[src/rtl/uart_frame_arbiter.sv]
// Round-robin arbiter sharing one byte-serial transmitter between the Campbell
// (2x24-bit) and pulse-count (2x16-bit) producers; frames are A0/A1, payload MSB first, FF.
module uart_frame_arbiter #(
    parameter logic [15:0] GAP_CYCLES = 16'd200,
    parameter logic [15:0] BUSY_TO    = 16'd1000
) (
    input  logic        clk,
    input  logic        rst,
    input  logic        req0,
    input  logic [47:0] data0,
    output logic        ack0,
    input  logic        req1,
    input  logic [31:0] data1,
    output logic        ack1,
    output logic        TxD_start,
    output logic [7:0]  TxD_data,
    input  logic        TxD_busy,
    output logic        frame_active,
    output logic        grant,
    output logic        err_timeout
);

    localparam int unsigned SHIFT_W = 48;
    localparam int unsigned CNT_W   = 16;
    localparam int unsigned IDX_W   = 3;

    typedef enum logic [2:0] {IDLE, LATCH, SEND, WAIT_HI, WAIT_LO, GAP} state_t;

    state_t               state, state_d;
    logic                 busy_s1, busy_s2;
    logic [SHIFT_W-1:0]   shift_q, shift_d;
    logic [IDX_W-1:0]     idx_q, idx_d, last_q, last_d;
    logic [CNT_W-1:0]     to_cnt, to_cnt_d, gap_cnt, gap_cnt_d;
    logic                 ack0_d, ack1_d, start_d, fa_d, grant_d, err_d;
    logic [7:0]           data_d;

    // State, datapath and registered outputs
    always_ff @(posedge clk or posedge rst) begin
        if (rst) begin
            state        <= IDLE;
            busy_s1      <= 1'b0;
            busy_s2      <= 1'b0;
            shift_q      <= '0;
            idx_q        <= '0;
            last_q       <= '0;
            to_cnt       <= '0;
            gap_cnt      <= '0;
            ack0         <= 1'b0;
            ack1         <= 1'b0;
            TxD_start    <= 1'b0;
            TxD_data     <= 8'h00;
            frame_active <= 1'b0;
            grant        <= 1'b1;
            err_timeout  <= 1'b0;
        end else begin
            state        <= state_d;
            busy_s1      <= TxD_busy;
            busy_s2      <= busy_s1;
            shift_q      <= shift_d;
            idx_q        <= idx_d;
            last_q       <= last_d;
            to_cnt       <= to_cnt_d;
            gap_cnt      <= gap_cnt_d;
            ack0         <= ack0_d;
            ack1         <= ack1_d;
            TxD_start    <= start_d;
            TxD_data     <= data_d;
            frame_active <= fa_d;
            grant        <= grant_d;
            err_timeout  <= err_d;
        end
    end

    // Next-state and next-output logic; outputs land one cycle later
    always_comb begin
        state_d   = state;
        shift_d   = shift_q;
        idx_d     = idx_q;
        last_d    = last_q;
        to_cnt_d  = to_cnt;
        gap_cnt_d = gap_cnt;
        ack0_d    = 1'b0;
        ack1_d    = 1'b0;
        start_d   = 1'b0;
        data_d    = TxD_data;
        fa_d      = frame_active;
        grant_d   = grant;
        err_d     = err_timeout;

        case (state)
            IDLE: begin
                if (req0 || req1) begin
                    // On a tie the channel not served last wins
                    grant_d = (req0 && req1) ? ~grant : req1;
                    ack0_d  = ~grant_d;
                    ack1_d  = grant_d;
                    fa_d    = 1'b1;
                    state_d = LATCH;
                end
            end
            LATCH: begin
                shift_d  = grant ? {data1, 16'h0000} : data0;
                last_d   = grant ? IDX_W'(5) : IDX_W'(7);
                idx_d    = '0;
                to_cnt_d = '0;
                start_d  = 1'b1;
                data_d   = {4'hA, 3'b000, grant};
                state_d  = SEND;
            end
            SEND: begin
                to_cnt_d = '0;
                state_d  = WAIT_HI;
            end
            WAIT_HI: begin
                if (busy_s2) begin
                    state_d = WAIT_LO;
                end else if (({1'b0, to_cnt} + 17'd1) >= {1'b0, BUSY_TO}) begin
                    // Transmitter never acknowledged: flag it and move on
                    err_d     = 1'b1;
                    gap_cnt_d = '0;
                    state_d   = GAP;
                end else begin
                    to_cnt_d = to_cnt + CNT_W'(1);
                end
            end
            WAIT_LO: begin
                if (!busy_s2) begin
                    gap_cnt_d = '0;
                    state_d   = GAP;
                end
            end
            GAP: begin
                if (({1'b0, gap_cnt} + 17'd1) >= {1'b0, GAP_CYCLES}) begin
                    idx_d = idx_q + IDX_W'(1);
                    if (idx_q == last_q) begin
                        fa_d    = 1'b0;
                        state_d = IDLE;
                    end else begin
                        start_d  = 1'b1;
                        to_cnt_d = '0;
                        state_d  = SEND;
                        if ((idx_q + IDX_W'(1)) == last_q) begin
                            data_d = 8'hFF;
                        end else begin
                            data_d  = shift_q[SHIFT_W-1 -: 8];
                            shift_d = {shift_q[SHIFT_W-9:0], 8'h00};
                        end
                    end
                end else begin
                    gap_cnt_d = gap_cnt + CNT_W'(1);
                end
            end
            default: state_d = IDLE;
        endcase
    end

endmodule

[config.mk]
export PLATFORM = sky130hd
export DESIGN_NAME = uart_frame_arbiter
export DESIGN_NICKNAME = d
export VERILOG_FILES = /design/src/rtl/uart_frame_arbiter.sv
export SDC_FILE = /design/constraint.sdc
export NUM_CORES = 1
export LEC_CHECK = 0
export CORE_AREA = 2 2 86 150
export CTS_CLUSTER_SIZE = 12
export DETAILED_ROUTE_END_ITERATION = 10
export DIE_AREA = 0 0 88 152
export GPL_TIMING_DRIVEN = 0
export PLACE_DENSITY = 0.82
export SETUP_SLACK_MARGIN = 0.5
export SYNTH_ARGS = -nofsm -noshare
export SYNTH_HDL_FRONTEND = slang
export SYNTH_SLANG_ARGS = --single-unit
export TNS_END_PERCENT = 50
[constraint.sdc]
create_clock -name clk -period 3.2 [get_ports clk]
set_input_delay 0.64 -clock clk [delete_from_list [all_inputs] [get_ports clk]]
set_output_delay 0.64 -clock clk [all_outputs]
set_load 0.03 [all_outputs]
Word level (Yosys, flattened, before mapping)

Cells that the tools add are included.

Add/sub/neg operators: 5
Order comparisons: 2
Eq/ne operators: 18
Muxes and demuxes: 41
Bitwise gates (word level): 3
Reduce and logical (&&, ||, !) cells: 17

Operators with widths:

| operator                                                             | count |
|---|---|
| 2-to-1 mux 48 bit                                                    | 4 |
| 2-to-1 mux 16 bit                                                    | 8 |
| case mux 16 bit (3 select lines)                                     | 2 |
| case mux 48 bit (2 select lines)                                     | 1 |
| adder 16 x 1 -> 17 bit (second input constant)                       | 2 |
| adder 16 x 1 -> 16 bit (second input constant)                       | 2 |
| 2-to-1 mux 8 bit                                                     | 3 |
| != test 2 bit (second input constant)                                | 10 |
| 2-to-1 mux 3 bit                                                     | 6 |
| case mux 3 bit (6 select lines)                                      | 1 |
| greater-or-equal comparator 17 x 10 -> 1 bit (second input constant) | 1 |
| greater-or-equal comparator 17 x 8 -> 1 bit (second input constant)  | 1 |
| case mux 8 bit (2 select lines)                                      | 1 |
| AND reduction 4 bit                                                  | 3 |
| 2-to-1 mux 1 bit                                                     | 10 |
| AND reduction 5 bit                                                  | 2 |
| == test 3 x 2 -> 1 bit (second input constant)                       | 2 |
| == test 3 bit                                                        | 2 |
| == test 3 bit (second input constant)                                | 2 |
| case mux 3 bit (2 select lines)                                      | 1 |
| AND reduction 3 bit                                                  | 2 |
| nonzero test 3 bit                                                   | 2 |
| 2-to-1 mux 2 bit                                                     | 2 |
| case mux 1 bit (2 select lines)                                      | 2 |
| 10 further kinds                                                     | 14 |

Register bits after elaboration: 105
Bits of input ports: 85
Output and inout port bits: 14
Logic and storage cells: 101

Depth between registers and ports, before layout

Gate-level depths: netlist of run 1.

Depth after elaboration: 6
Mapped depth: 11
Mapped depth without buffers: 8

Worst setup path after synthesis of run 1

OpenSTA, ideal clock, no wires.

Path type: reg2reg
Start: register to_cnt[0]
End: register gap_cnt[2]
Setup time: 0.126 ns
Arrival time: 2.587 ns
Required time: 3.074 ns
Setup slack: 0.487 ns
Stages on the path, launching flop included: 11
Buffers on the path: 2
Clock period less this slack: 2.713 ns
Cells stage by stage: dfrtp_1 ha_1 buf_2 nand3_1 or4_4 a211oi_2 a221oi_2 a311o_1 and3_1 buf_6 a221o_1

Longest elaborated chain between the ends: 4

RTL lines:

| what                                         | line | text |
|---|---|---|
| from (decl)                                  | 33   | `logic [CNT_W-1:0] to_cnt, to_cnt_d, gap_cnt, gap_cnt_d;` |
| from (signal assigned)                       | 62   | `to_cnt <= to_cnt_d;` |
| adder 16 x 1 -> 17 bit                       | 117  | `end else if (({1'b0, to_cnt} + 17'd1) >= {1'b0, BUSY_TO}) begin` |
| greater-or-equal comparator 17 x 10 -> 1 bit | 117  |  |
| != test 2 bit (no line)                      | --   |  |
| AND reduction 5 bit (no line)                | --   |  |
| to (signal assigned)                         | 63   | `gap_cnt <= gap_cnt_d;` |
| to (decl)                                    | 33   |  |

Every way passes these cells.
A chain may end at the register's enable or synchronous reset.

Worst setup path in the final report of run 1

Start: register gap_cnt[0]
End: register frame_active

Longest elaborated chain between the ends: 4

RTL lines:

| what                                        | line | text |
|---|---|---|
| adder 16 x 1 -> 17 bit                      | 133  | `if (({1'b0, gap_cnt} + 17'd1) >= {1'b0, GAP_CYCLES}) begin` |
| greater-or-equal comparator 17 x 8 -> 1 bit | 133  |  |
| != test 2 bit (no line)                     | --   |  |
| AND reduction 4 bit (no line)               | --   |  |
| to (signal assigned)                        | 52   | `frame_active <= 1'b0;` |
| to (signal assigned)                        | 68   | `frame_active <= fa_d;` |
| to (decl)                                   | 18   | `output logic frame_active,` |

Every way passes these cells.

==> results.json, run 1 <==
{
  "outcome": "completed",
  "fin_crit_sh": 0.845,
  "final_cell_mix": "98 x clkdlybuf4s50_1, 95 x dfrtp_1, 57 x nand2_1, 46 x o21ai_0, 41 x mux2i_1",
  "clock_latency_ns": 0.35,
  "critPathLaunchType": "register",
  "cts_root_buffer": "clkbuf_16",
  "die_x_microns": 88,
  "area_growth_pct": 32.6,
  "syn_area_per_cell_sq_um": 10.1,
  "antennaDiodeCount": 0,
  "place_ws_ns": -0.0549,
  "slew_violations": 0,
  "syn-num-nets": 650,
  "dr.pass1.iters": 5,
  "avgViaCountPerCell": 5.70,
  "drtAntennaViolNets": 0,
  "max-slew-margin-rel": 0.435,
  "netlist_area_sq_um": 5700,
  "start_util": 0.466,
  "htree_levels": 3,
  "hp-class": "reg2reg",
  "grt_pass1_wl_microns": 24300,
  "portBuffers": 98,
  "synth-seq-cells": 104,
  "drc": 0,
  "max_freq_mhz": 370,
  "synth_edf_count": 0,
  "grt_start_max_net_pins": 45,
  "grt_util_all_layers": 0.232,
  "path_clk_slew_ns": 0.07,
  "whs_path_depth": 0,
  "yosysWarnings": 0,
  "ir_worst_vdd_uv": 365,
  "vias": 4910,
  "drt_first_iter_violations": 337,
  "grt_setup_unrepaired": "true",
  "die_area_sq_um": 13400,
  "fin_worst_skew_ns": 0.00763,
  "worstPathMaxFanout": 8,
  "synth.distinct_cells": 63,
  "synth_flop_cell": "dfrtp_1",
  "reg2regPathDepth": 9,
  "worst_ep_required_time_ns": 3.43,
  "end_kind": "register",
  "nets": 778,
  "setup_ws_ns": 0.496,
  "crit_type": "reg2reg",
  "hold_viol_final": 0,
  "routed_wl_microns": 15900,
  "wl_per_cell_microns": 18.4,
  "coreArea_sq_um": 12200,
  "drive_above_1_share": 0.209,
  "clock_sinks": 104,
  "pin_count": 99,
  "cts_tree": "done",
  "ctsHoldBuffers": 0,
  "layout_commonest_cell": "clkdlybuf4s50_1",
  "grt_pass1_vias": 5036,
  "place_congestion": 0.961,
  "post-route-util": 0.618,
  "cts_made_buffers": 9,
  "leakage_nw": 3.15,
  "finalSetupTns_ns": 0,
  "cts_buffer_depth": 2,
  "synthCells": 562,
  "async_flop_share": 1.00,
  "crit_arrival_ns": 2.93,
  "synth_seq_area_share": 0.457,
  "tightestPinTransition_ns": 0.841,
  "die_h_microns": 152,
  "grt-ovfl-total": 0,
  "powerDensity_nw_per_um2": 732,
  "cap_violations": 0,
  "whs_ns": 0.360,
  "hpwlAfterDp_microns": 11800,
  "fp-row-count": 54,
  "antenna_found_initial": 0,
  "fin_crit_ns": 2.70,
  "setup_viol": 0
}
## per-layer routing
layer | routed length, microns | share of wire | GRT usage
met1 | 5630 | 0.35 | 0.238
met2 | 8810 | 0.56 | 0.436
met3 | 932 | 0.059 | 0.0451
met4 | 505 | 0.032 | 0.103
met5 | 0 | 0 | 0
## cell type report
class	instances	area, sq um
multi-input cells	403	3010
flip-flops and latches	104	2610
clock buffers	9	225
clock inverters	6	52.6
well taps	168	210
fillers	965	4670
repair buffers	117	1160
inverters	23	90.1
plain buffers	32	198
## worst max-delay path, stage by stage (launching register included)
cell and delay (ns):
dfrtp_2 0.43, buf_6 0.13, nand4_1 0.17, nor3_2 0.06, or4b_4 0.48, a22oi_2 0.26
buf_4 0.18, nand3_1 0.30, o31a_1 0.39, o22a_1 0.18
## timing repair
action | 4_1_cts | 5_1_grt
resized for setup | 21 | 36
setup endpoints to repair | 91 | 89
cloned | 0 | 0
pin swaps | 9 | 11
setup buffers | 12 | 5
## worst paths after layout
| path | from | to | slack, ns |
|---|---|---|---|
| worst max-delay path | gap_cnt[0] | frame_active | 0.50 |
| worst min-delay path | busy_s1 | busy_s2 | 0.36 |
| worst max register to register | gap_cnt[0] | frame_active | 0.50 |
| worst min register to register | busy_s1 | busy_s2 | 0.36 |
| max in group asynchronous | rst | grant | 1.74 |
| min in group asynchronous | rst | TxD_data[3] | 0.75 |
## cell usage after synthesis (all sizes together), types with 2 or more instances
library cell  instances  area (sq um)
nand2b                4          25.0
a21boi                4          30.0
nand2                58           220
o21ai                47           235
o31ai                 3          22.5
nor4                  5          31.3
nand3                21           110
a221o                 3          30.0
o31a                  3          26.3
a22o                  8          70.1
clkbuf               16          61.3
buf                  16           105
a21bo                 8          80.1
a2bb2oi               4          35.0
ha                    3          37.5
or2                   3          18.8
nand4                18           119
o211ai                8          60.1
or3                   4          25.0
a21o                  2          15.0
a41oi                 2          36.3
a31oi                 6          37.5
or3b                  2          17.5
nor2                 30           113
a21oi                10          50.1
xor2                  3          26.3
xnor2                 8          70.1
nor3                 12          71.3
nor2b                 7          43.8
inv                  22          82.6
mux2                 40           484
dfrtp               103          2580
o41ai                 4          35.0
and2                 10          62.6
and3                  7          43.8
mux2i                41           410
## flip-flops by register name, summed over array words and instances (netlist names)
register,cells
TxD_data,8
TxD_start,1
ack0,1
ack1,1
busy_s1,1
busy_s2,1
err_timeout,1
frame_active,1
gap_cnt,16
grant,1
idx_q,3
last_q,2
shift_q,48
state,3
to_cnt,16
## cell families after synthesis
family | count (synthesis) | synth area share
AND/OR/NAND/NOR | 187 | 0.168
AO/OA/AOI/OAI | 121 | 0.151
flip-flops | 104 | 0.457
multiplexers | 81 | 0.157
buffers and inverters | 55 | 0.0443
XOR/XNOR | 11 | 0.0169
adder cells (fa/ha/maj) | 3 | 0.00659
## report_power, final
| group | switching [mW] | internal [mW] | leakage (nW) |
|---|---|---|---|
| clock | 0.511 | 0.536 | 0.130 |
| sequential | 0.227 | 1.73 | 1.31 |
| combinational | 1.32 | 1.21 | 1.71 |
## stage by stage
stage	instance area [sq um]	power [mW]	cells
floorplan	5700	3.59	562
global placement	6890	4.17	828
detailed placement	6930	4.30	830
CTS	7370	5.45	857
global route	7560	5.84	862
finish	7560	5.53	862
Power figures use the tool's default switching activity.
==> run 2: changes to the inputs <==
Clock period 3.2 ns to 2.3 ns, I/O delays scaled along.
==> run 2 against run 1 <==
  * The run now ends with setup timing left
  * Worst hold slack better by 0.0018 ns
  * Fmax is 1.5% higher
  * Sequential power is 40% higher
  * First-iteration DRC count is 1.5% higher
  * Largest cell class unchanged
  * Largest power group unchanged
==> results.json, run 2 (synthesized netlist as in run 1, its figures left out) <==
{
  "avgViaCountPerCell": 5.89,
  "dr.pass1.iters": 5,
  "worst_ep_required_time_ns": 2.54,
  "antenna_found_initial": 0,
  "drc": 0,
  "grt_pass1_vias": 5558,
  "layout.cells.non_filler": 888,
  "portBuffers": 98,
  "crit_type": "reg2reg",
  "max-slew-margin-rel": 0.422,
  "coreArea_sq_um": 12200,
  "antennaDiodeCount": 0,
  "drive_above_1_share": 0.251,
  "critPathLaunchType": "register",
  "hp-class": "reg2reg",
  "place_area_sq_um": 6930,
  "final_cell_mix": "95 x dfrtp_1, 84 x clkdlybuf4s50_1, 56 x nand2_1, 41 x mux2i_1, 39 x o21ai_0",
  "path_cells": "buf_6 -> nand4_4 -> or3_4 -> xor2_1 -> a211o_1 -> a41oi_4 -> nand2_2 -> buf_8 -> buf_12 -> mux2_4",
  "slew_violations": 0,
  "grt_pass1_wl_microns": 27200,
  "fin_crit_sh": 1.16,
  "powerDensity_nw_per_um2": 1040,
  "dp_cells": 830,
  "end_kind": "register",
  "fin_worst_skew_ns": 0.00657,
  "htree_levels": 3,
  "hold_viol_final": 0,
  "area_growth_pct": 38.9,
  "worstPathMaxFanout": 10,
  "largestRegisters": "shift_q x48, gap_cnt x16, to_cnt x16",
  "whs_ns": 0.362,
  "fp-row-count": 54,
  "die_x_microns": 88,
  "finalSetupTns_ns": -23.12,
  "crit_arrival_ns": 2.91,
  "cap_violations": 0,
  "r2r_slack_ns": -0.36,
  "cp_slowest_stage_delay_ns": 0.38,
  "violations": "setup timing",
  "pin_count": 99,
  "max_freq_mhz": 375,
  "clock_latency_ns": 0.36,
  "hpwlAfterDp_microns": 11800,
  "drtAntennaViolNets": 0,
  "setup_ws_ns": -0.364,
  "cts_tree": "done",
  "drt_first_iter_violations": 342,
  "wl_per_cell_microns": 19.9,
  "routed_wl_microns": 17700,
  "cts_buffer_depth": 2,
  "grt_start_max_net_pins": 45,
  "place_congestion": 0.961,
  "start_util": 0.466,
  "largest_register_ff_count": 48,
  "cts_root_buffer": "clkbuf_16",
  "setup_viol": 94,
  "tightestPinTransition_ns": 0.860,
  "fin_area_sq_um": 7920,
  "layout_commonest_cell": "dfrtp_1",
  "die_area_sq_um": 13400,
  "power_mw": 8.21,
  "cts_made_buffers": 9,
  "grt_util_all_layers": 0.263,
  "path_clk_slew_ns": 0.07,
  "grt-ovfl-total": 0,
  "cpMaxStageDelayCell": "a211o_1",
  "leakage_nw": 3.41,
  "outcome": "finished, violations left",
  "die_h_microns": 152,
  "ir_worst_vdd_uv": 507,
  "vias": 5228,
  "regMostFlops": "shift_q",
  "fin_crit_ns": 2.66,
  "nets": 804,
  "grt_setup_unrepaired": "true",
  "clock_sinks": 104
}
[run 2: cell types whose count changed in the layout (fill, tap and decap cells not counted), sizes merged]
cell,delta
buf,+31
clkbuf,-5
clkdlybuf4s50,-14
clkinv,-1
clkinvlp,+1
dlygate4sd2,+14
[run 2: worst max-delay path: cells and delay by family (launching register included)]
family | cells | cell delay, ns
compound gates | 2 | 0.69
simple gates | 3 | 0.62
buf+inv | 3 | 0.43
flops | 1 | 0.35
mux | 1 | 0.30
xor+xnor | 1 | 0.15
[run 2: cell type report]
cell class	instances	area, sq um
fillers	891	4310
multi-input cells	403	3070
flip-flops and latches	104	2610
repair buffers	143	1390
plain buffers	32	262
clock buffers	9	225
well taps	168	210
inverters	23	93.8
clock inverters	6	52.6
[run 2: routing by layer]
layer	vias to the layer above	wire [microns]	global-route usage
met4	0	1040	0.155
met2	251	9530	0.482
met1	2556	5910	0.260
li1	2339	-	-
met5	-	0	0
met3	82	1200	0.0543
[run 2: what timing repair did]
item,4_1_cts,5_1_grt
hold endpoints to repair,0,0
buffers inserted,38,3
pin swaps,21,4
hold buffers,0,0
endpoints found under the setup margin,115,98
gates resized for setup,103,15
gates cloned,2,0
[run 2: power by group]
part	switching [mW]	internal [mW]	leakage, nW
clock	0.729	0.746	0.130
sequential	0.330	2.40	1.31
combinational	2.02	1.99	1.97
[run 2: path summary, 6_finish.rpt]
kind                            cells past startpoint     endpoint       start
worst max register to register                     10  shift_q[24]  gap_cnt[3]
worst max-delay path                               10  shift_q[24]  gap_cnt[3]
max in group asynchronous                           3        grant         rst
min in group asynchronous                           2  TxD_data[3]         rst
worst min register to register                      0      busy_s2     busy_s1
worst min-delay path                                0      busy_s2     busy_s1
[run 2: metrics by stage]
stage	setup slack (ns)	utilization
after floorplan	-0.413	-
after global placement	-0.828	0.564
after detailed placement	-0.955	0.567
after CTS	-0.262	0.641
after global routing	-0.429	0.648
final	-0.364	0.648
==> run 3: changes to the inputs <==
Settings changed: CAP_MARGIN from default to 25.
==> run 3 against run 2 <==
  * The run still ends with setup timing left
  * Final area up 4.6%
  * Routed wire length is 6.3% higher
  * Core utilization up 2.9 points
  * Non-clock buffer count up 12
  * Flip-flop and latch count is the same
  * Critical path depth rose by 1
  * Count of clock-buffer cells in the layout stayed put
  * Register-to-register slack got worse by 0.04 ns
  * Clock skew up 0.0042 ns
  * Sequential share of layout area fell by 1.4 points
  * Critical path type unchanged
  * Largest cell class unchanged
  * Largest power group unchanged
==> results.json, run 3 (synthesized netlist as in run 1, its figures left out) <==
{
  "outcome": "finished, violations left",
  "violations": "setup timing",
  "whs_ns": 0.358,
  "hpwlAfterDp_microns": 11800,
  "worstPathMaxFanout": 7,
  "antenna_found_initial": 0,
  "end_kind": "register",
  "fin_crit_sh": 1.18,
  "ctsHoldBuffers": 0,
  "largestRegisters": "shift_q x48, gap_cnt x16, to_cnt x16",
  "grt-ovfl-total": 0,
  "pin_count": 99,
  "nets": 816,
  "coreArea_sq_um": 12200,
  "leakage_nw": 3.64,
  "start_util": 0.466,
  "vias": 5323,
  "fin_worst_skew_ns": 0.0108,
  "max-slew-margin-rel": 0.413,
  "setup_viol": 94,
  "dr.pass1.iters": 5,
  "drt_first_iter_violations": 307,
  "die_x_microns": 88,
  "hp-class": "reg2reg",
  "clock_latency_ns": 0.35,
  "area_growth_pct": 45.3,
  "powerDensity_nw_per_um2": 1080,
  "ir_worst_vdd_uv": 508,
  "antennaDiodeCount": 0,
  "regMostFlops": "shift_q",
  "wl_per_cell_microns": 20.9,
  "tightestPinTransition_ns": 0.874,
  "crit_type": "reg2reg",
  "worst_ep_required_time_ns": 2.53,
  "drtAntennaViolNets": 0,
  "cap_violations": 0,
  "critPathLaunchType": "register",
  "drc": 0,
  "grt_util_all_layers": 0.254,
  "slew_violations": 0,
  "place_congestion": 0.961,
  "crit_arrival_ns": 2.94,
  "portBuffers": 98,
  "hold_viol_final": 0,
  "cts_buffer_depth": 2,
  "setup_ws_ns": -0.405,
  "final_cell_mix": "93 x dfrtp_1, 84 x clkdlybuf4s50_1, 56 x nand2_1, 41 x mux2i_1, 39 x o21ai_0",
  "layout_commonest_cell": "dfrtp_1",
  "fp-row-count": 54,
  "grt_setup_unrepaired": "true",
  "die_h_microns": 152,
  "grt_start_max_net_pins": 45,
  "place_ws_ns": -0.940,
  "clock_sinks": 104,
  "finalSetupTns_ns": -26.82,
  "avgViaCountPerCell": 5.91,
  "path_clk_slew_ns": 0.07,
  "die_area_sq_um": 13400,
  "grt_pass1_wl_microns": 26600,
  "grt_pass1_vias": 5383,
  "fin_crit_ns": 2.71,
  "max_freq_mhz": 370,
  "largest_register_ff_count": 48,
  "cts_made_buffers": 9,
  "drive_above_1_share": 0.283,
  "cts_tree": "done",
  "htree_levels": 3,
  "cts_root_buffer": "clkbuf_16",
  "routed_wl_microns": 18800
}
## run 3: worst paths after layout
check,from,end,slack (ns),cells after the start
setup / recovery,gap_cnt[1],gap_cnt[5],-0.41,11
hold / removal,busy_s1,busy_s2,0.36,0
setup reg to reg,gap_cnt[1],gap_cnt[5],-0.41,11
hold reg to reg,busy_s1,busy_s2,0.36,0
max in group asynchronous,rst,grant,1.04,3
min in group asynchronous,rst,TxD_data[6],0.56,2
## run 3: worst max-delay path, stage by stage, from the launching register on
cell and delay (ns):
dfrtp_2 0.43, ha_4 0.19, nand3_4 0.10, nor2_4 0.12, or4b_4 0.46, a22oi_2 0.26, buf_4 0.19, nand4_1 0.13
and3_4 0.20, buf_8 0.13, buf_8 0.13, o31ai_2 0.24
## run 3: layout make-up
type | instances | area, sq um
Buffer | 32 | 279
Clock buffer | 9 | 225
Clock inverter | 6 | 76.3
Fill cell | 821 | 3950
Inverter | 23 | 90.1
Multi-Input combinational cell | 403 | 3220
Sequential cell | 104 | 2620
Tap cell | 168 | 210
Timing Repair Buffer | 155 | 1560
## run 3: report_power, final
group	internal, mW	switching, mW
sequential	2.40	0.357
clock	0.859	0.732
combinational	2.36	2.21
## run 3: layer usage
layer	vias up	routed length, microns	global-route usage
met5	-	0	0
met1	2650	6450	0.257
met4	0	958	0.133
met3	65	1070	0.0500
li1	2362	-	-
met2	246	10300	0.469
## run 3: what timing repair did
item / in CTS / in global routing
pin swaps: 23 / 23
setup endpoints to repair: 115 / 97
resized for setup: 102 / 59
setup buffers: 40 / 9
gates cloned: 2 / 4
## run 3: stage by stage
step,utilization,area (sq um),power [mW],std cells
floorplan,-,5700,4.99,562
global placement,0.564,6890,5.79,828
detailed placement,0.567,6930,5.98,830
CTS,0.643,7860,8.12,887
global route,0.677,8280,9.29,900
finish,0.677,8280,8.92,900
